[src/rtl/video_timing_gen.sv]
// video_timing_gen: raster timing generator (hsync/vsync/de, raw x/y, line/frame pulses, frame count).
// Define VIDEO_TIMING_GEN_PATTERN_EN to drive an 8-bar colour pattern on rgb; otherwise rgb is tied low.
module video_timing_gen #(
    parameter int unsigned H_ACTIVE  = 640,
    parameter int unsigned H_FP      = 16,
    parameter int unsigned H_SYNC    = 96,
    parameter int unsigned H_BP      = 48,
    parameter int unsigned V_ACTIVE  = 480,
    parameter int unsigned V_FP      = 10,
    parameter int unsigned V_SYNC    = 2,
    parameter int unsigned V_BP      = 33,
    parameter bit          HSYNC_POL = 1'b0,
    parameter bit          VSYNC_POL = 1'b0,
    localparam int unsigned H_TOTAL  = H_ACTIVE + H_FP + H_SYNC + H_BP,
    localparam int unsigned V_TOTAL  = V_ACTIVE + V_FP + V_SYNC + V_BP,
    localparam int unsigned XW       = $clog2(H_TOTAL),
    localparam int unsigned YW       = $clog2(V_TOTAL)
) (
    input  logic          sys_clk,
    input  logic          reset_n,
    input  logic          ce,
    output logic          hsync,
    output logic          vsync,
    output logic          de,
    output logic [XW-1:0] x,
    output logic [YW-1:0] y,
    output logic          line_start,
    output logic          frame_start,
    output logic [7:0]    frame_cnt,
    output logic [23:0]   rgb
);

    localparam logic [XW-1:0] H_ACT_L  = XW'(H_ACTIVE);
    localparam logic [XW-1:0] H_SYNC_S = XW'(H_ACTIVE + H_FP);
    localparam logic [XW-1:0] H_SYNC_E = XW'(H_ACTIVE + H_FP + H_SYNC);
    localparam logic [XW-1:0] H_LAST   = XW'(H_TOTAL - 1);
    localparam logic [YW-1:0] V_ACT_L  = YW'(V_ACTIVE);
    localparam logic [YW-1:0] V_SYNC_S = YW'(V_ACTIVE + V_FP);
    localparam logic [YW-1:0] V_SYNC_E = YW'(V_ACTIVE + V_FP + V_SYNC);
    localparam logic [YW-1:0] V_LAST   = YW'(V_TOTAL - 1);

    logic [XW-1:0] r_h_cnt;
    logic [YW-1:0] r_v_cnt;
    logic [XW-1:0] w_h_next;
    logic [YW-1:0] w_v_next;
    logic          w_h_wrap;

    logic          w_de;
    logic          w_hs_act;
    logic          w_vs_act;
    logic          w_line_start;
    logic          w_frame_start;

    logic          r_hsync;
    logic          r_vsync;
    logic          r_de;
    logic [XW-1:0] r_x;
    logic [YW-1:0] r_y;
    logic          r_line_start;
    logic          r_frame_start;
    logic [7:0]    r_frame_cnt;

    // Vertical counter steps on the same edge the horizontal counter wraps (no half-line offset).
    always_comb begin
        w_h_wrap = (r_h_cnt == H_LAST);
        w_h_next = w_h_wrap ? '0 : r_h_cnt + 1'b1;
        w_v_next = r_v_cnt;
        if (w_h_wrap) begin
            w_v_next = (r_v_cnt == V_LAST) ? '0 : r_v_cnt + 1'b1;
        end
    end

    always_comb begin
        w_de          = (r_h_cnt < H_ACT_L) && (r_v_cnt < V_ACT_L);
        w_hs_act      = (r_h_cnt >= H_SYNC_S) && (r_h_cnt < H_SYNC_E);
        w_vs_act      = (r_v_cnt >= V_SYNC_S) && (r_v_cnt < V_SYNC_E);
        w_line_start  = (r_h_cnt == '0);
        w_frame_start = (r_h_cnt == '0) && (r_v_cnt == '0);
    end

    always_ff @(posedge sys_clk or negedge reset_n) begin
        if (!reset_n) begin
            r_h_cnt <= '0;
            r_v_cnt <= '0;
        end else if (ce) begin
            r_h_cnt <= w_h_next;
            r_v_cnt <= w_v_next;
        end
    end

    // Outputs describe the counter position held before the edge, giving one cycle of latency.
    always_ff @(posedge sys_clk or negedge reset_n) begin
        if (!reset_n) begin
            r_x           <= '0;
            r_y           <= '0;
            r_de          <= 1'b0;
            r_hsync       <= ~HSYNC_POL;
            r_vsync       <= ~VSYNC_POL;
            r_line_start  <= 1'b0;
            r_frame_start <= 1'b0;
            r_frame_cnt   <= '0;
        end else if (ce) begin
            r_x           <= r_h_cnt;
            r_y           <= r_v_cnt;
            r_de          <= w_de;
            r_hsync       <= w_hs_act ? HSYNC_POL : ~HSYNC_POL;
            r_vsync       <= w_vs_act ? VSYNC_POL : ~VSYNC_POL;
            r_line_start  <= w_line_start;
            r_frame_start <= w_frame_start;
            if (w_frame_start) begin
                r_frame_cnt <= r_frame_cnt + 8'd1;
            end
        end
    end

    assign x           = r_x;
    assign y           = r_y;
    assign de          = r_de;
    assign hsync       = r_hsync;
    assign vsync       = r_vsync;
    assign line_start  = r_line_start;
    assign frame_start = r_frame_start;
    assign frame_cnt   = r_frame_cnt;

`ifdef VIDEO_TIMING_GEN_PATTERN_EN
    localparam logic [XW-1:0] BAR_W = XW'(H_ACTIVE / 8);

    logic [2:0]  w_bar;
    logic [23:0] w_colour;
    logic [23:0] r_rgb;

    assign w_bar = 3'(r_h_cnt / BAR_W);

    // Blanking forces black so rgb stays aligned with and qualified by de.
    always_comb begin
        w_colour = '0;
        case (w_bar)
            3'd0:    w_colour = 24'hFFFFFF;
            3'd1:    w_colour = 24'hFFFF00;
            3'd2:    w_colour = 24'h00FFFF;
            3'd3:    w_colour = 24'h00FF00;
            3'd4:    w_colour = 24'hFF00FF;
            3'd5:    w_colour = 24'hFF0000;
            3'd6:    w_colour = 24'h0000FF;
            default: w_colour = 24'h000000;
        endcase
        if (!w_de) begin
            w_colour = '0;
        end
    end

    always_ff @(posedge sys_clk or negedge reset_n) begin
        if (!reset_n) begin
            r_rgb <= '0;
        end else if (ce) begin
            r_rgb <= w_colour;
        end
    end

    assign rgb = r_rgb;
`else
    assign rgb = '0;
`endif

endmodule

[config.mk]
export PLATFORM = sky130hd
export DESIGN_NAME = video_timing_gen
export DESIGN_NICKNAME = d
export VERILOG_FILES = /design/src/rtl/video_timing_gen.sv
export SDC_FILE = /design/constraint.sdc
export NUM_CORES = 1
export LEC_CHECK = 0
export BUFFER_PORTS_ARGS = -buffer_cell sky130_fd_sc_hd__buf_2
export CORE_ASPECT_RATIO = 0.8
export CORE_UTILIZATION = 58
export DETAILED_ROUTE_END_ITERATION = 8
export GPL_TIMING_DRIVEN = 0
export PLACE_DENSITY = 0.95
export SLEW_MARGIN = 40
export SYNTH_ARGS = -nofsm -noshare
export SYNTH_HDL_FRONTEND = slang
export SYNTH_SLANG_ARGS = --single-unit
[constraint.sdc]
create_clock -name sys_clk -period 6.3 [get_ports sys_clk]
set_clock_uncertainty 0.2 [all_clocks]
set_input_delay 0.945 -clock sys_clk [delete_from_list [all_inputs] [get_ports sys_clk]]
set_output_delay 0.945 -clock sys_clk [all_outputs]
set_load 0.02 [all_outputs]
==> flow_metrics.tcl <==
set metrics [dict create \
    grt_usage 0.218 \
    area_growth_pct 17.2 \
    ys_ff_latch 53 \
    coreArea_mm2 0.00426 \
    cp_cell_sequence "clkbuf_1 -> nand3_1 -> nor4_1 -> buf_2 -> o21ai_0 -> a32o_1" \
    crit_slowest_cell "nor4_1" \
    layout-drive-gt1-share 0.316 \
    cts-resized-gates 0 \
    wl_per_cell_um 13.2 \
    synth_ff_type "dfrtp_1" \
    final_hold_viol_count 0 \
    cpLargestDelayFamily "simple AND/OR/NAND/NOR gates" \
    hp-class "flip-flop to flip-flop" \
    setup_violations 0 \
    p_leak_nw 1.58 \
    cts.htree.levels 2 \
    crit_buf_inv 2 \
    start_kind "input port" \
    row_count 21 \
    clockPowerShare 0.302 \
    most-common-layout-cells "dfrtp_1 (51), buf_2 (36), buf_4 (25), conb_1 (24), mux2_2 (22)" \
    rsz0062_at_grt "no" \
    start_util 0.612 \
    yosys_warnings 0 \
    postRouteWirelength_mm 4.79 \
    p_sw_mw 0.224 \
    clk_path_buf_depth 2 \
    async_reset_ff_frac 1.00 \
    die-area_mm2 0.00476 \
    dieHeight_um 61.9 \
    cts.clk_slew.worst_paths_ps 90 \
    cp_slowest_stage_delay_ps 610 \
    cts_hold_buf 0 \
    synth-edff-count 0 \
    dr.pass1.iters 4 \
    max_slew.worst_pin.slew_ps 674 \
    ant_nets 0 \
    grt_pass1_wl_mm 7.77 \
    min_period_ps 2750 \
    clk_latency_ps 310 \
    path_max_fanout 10 \
    fmax_mhz 364 \
    layout.nets 314 \
    antenna_found_initial 0 \
    dp_hpwl_mm 3.48 \
    drv_cap 0 \
    critPathArrivalTime_ps 2760 \
    gp_congestion 0.837 \
    timing.final.ws_setup_ps 3550 \
    tns_ps 0 \
    power.share.sequential 0.498 \
    syn_inst 242 \
    worst_setup_path_end_kind "flip-flop" \
    cts_buffers 5 \
    final_common_cell "dfrtp_1" \
    p_int_mw 0.564 \
    grt_start_max_net_pins 54 \
    n_antenna_cell 0 \
    status "finished, final reports clean" \
    cts_tree "done" \
    cts_sinks 53 \
    slew_headroom 0.547 \
    io_pins 60 \
    ir_drop_uv 198 \
    die_x_um 76.9 \
    netlist_area_mm2 0.00260 \
    post-place-ws_ps 3240 \
    maxSlewViolCount 0 \
    vias 1865 \
    overflow 0 \
    drt_iter0_drc 103 \
    io_buffers 34 \
    cts_root_buf "clkbuf_8" \
    syn_avg_cell_area_um2 10.8 \
    worstSetupPathType "input port to flip-flop" \
    ys_types 40 \
    required_ps 6310 \
    p_comb_frac 0.200 \
    powerDensity_mw_per_mm2 258 \
    fin_crit_sh 0.437 \
    vias_per_cell 5.12 \
    post_cts_buffers 0 \
    ys_seq_area_frac 0.510 \
    grt_pass1_vias 1732 \
    remaining_drc_errors 0 \
    netSwitchingFraction 0.284 \
]
metal layers:
| metal | part of all wire | track usage | up-vias |
|---|---|---|---|
| li1 | - | - | 910 |
| met1 | 0.42 | 0.256 | 893 |
| met2 | 0.52 | 0.386 | 54 |
| met3 | 0.050 | 0.0599 | 8 |
| met4 | 0.012 | 0.0989 | 0 |
| met5 | 0 | 0 | - |
Yosys cell counts (2+ instances only):
master / n / area [µm²]
dfrtp_1: 51 / 1280
buf_4: 24 / 180
mux2_2: 22 / 248
nor2_1: 13 / 48.8
nand2_1: 12 / 45.0
nand3_1: 12 / 60.1
xor2_1: 12 / 105
inv_1: 11 / 41.3
o21ai_0: 11 / 55.1
nor3_1: 10 / 50.1
and3_1: 6 / 37.5
clkbuf_1: 6 / 22.5
nand4_1: 6 / 37.5
nor4_1: 6 / 37.5
ha_1: 5 / 62.6
xnor2_1: 5 / 43.8
buf_2: 3 / 15.0
a21oi_1: 2 / 10.0
dfstp_2: 2 / 52.6
o22ai_1: 2 / 12.5
or2_2: 2 / 12.5
cell type report:
| class | instances | area [µm²] |
|---|---|---|
| Tap cell | 57 | 71.3 |
| Buffer | 35 | 233 |
| Clock buffer | 7 | 86.3 |
| Multi-Input combinational cell | 166 | 1090 |
| Sequential cell | 53 | 1330 |
| Fill cell | 327 | 1210 |
| Timing Repair Buffer | 34 | 173 |
| Inverter | 11 | 41.3 |
| Clock inverter | 1 | 30.0 |
stage by stage:
| step | utilization | instances | hold WS [ps] | area [µm²] | total power, mW |
|---|---|---|---|---|---|
| 2_1_floorplan | - | 265 | 271 | 2690 | 0.514 |
| 3_3_place_gp | 0.689 | 356 | 254 | 2930 | 0.548 |
| 3_5_place_dp | 0.689 | 356 | 285 | 2930 | 0.555 |
| 4_1_cts | 0.717 | 364 | 297 | 3050 | 0.793 |
| 5_1_grt | 0.717 | 364 | 319 | 3050 | 0.825 |
| 6_report | 0.717 | 364 | 292 | 3050 | 0.787 |
worst paths after layout:
kind                              start      endpoint  slack [ps]  cells past startpoint
min in group asynchronous       reset_n    r_h_cnt[6]         450                      1
max in group asynchronous       reset_n  frame_cnt[2]        5030                      1
hold / removal             frame_cnt[7]  frame_cnt[7]         290                      1
setup reg to reg             r_h_cnt[6]    r_v_cnt[4]        3800                      6
setup / recovery                     ce    r_v_cnt[4]        3550                      6
hold reg to reg            frame_cnt[7]  frame_cnt[7]         290                      1
power groups by stage:
stage,Combinational [mW],Clock [mW],Sequential [mW]
floorplan,0.0977,0,0.416
global placement,0.152,0,0.396
detailed placement,0.156,0,0.399
CTS,0.159,0.241,0.393
global route,0.174,0.254,0.396
finish,0.158,0.237,0.392
logic make-up (layout without fill, tap and decap cells):
group | after synthesis | in the layout | share of synthesized area
and+or+nand+nor | 77 | 77 | 0.157
muxes | 23 | 23 | 0.0990
xor gates and xnor gates | 17 | 17 | 0.0572
adders and majority gates | 5 | 5 | 0.0240
other | 1 | 24 | 0.00144
buffers and inverters | 46 | 88 | 0.105
DFF | 53 | 53 | 0.510
AOI/OAI and AO/OA | 20 | 20 | 0.0461
state kept, by name (all words and copies together) (netlist names):
signal and flops:
r_v_cnt 10, vsync 1, x 10, de 1, frame_start 1, y 10
hsync 1, line_start 1, r_h_cnt 10, frame_cnt 8
Note: power is estimated with default switching activity, not from simulation.
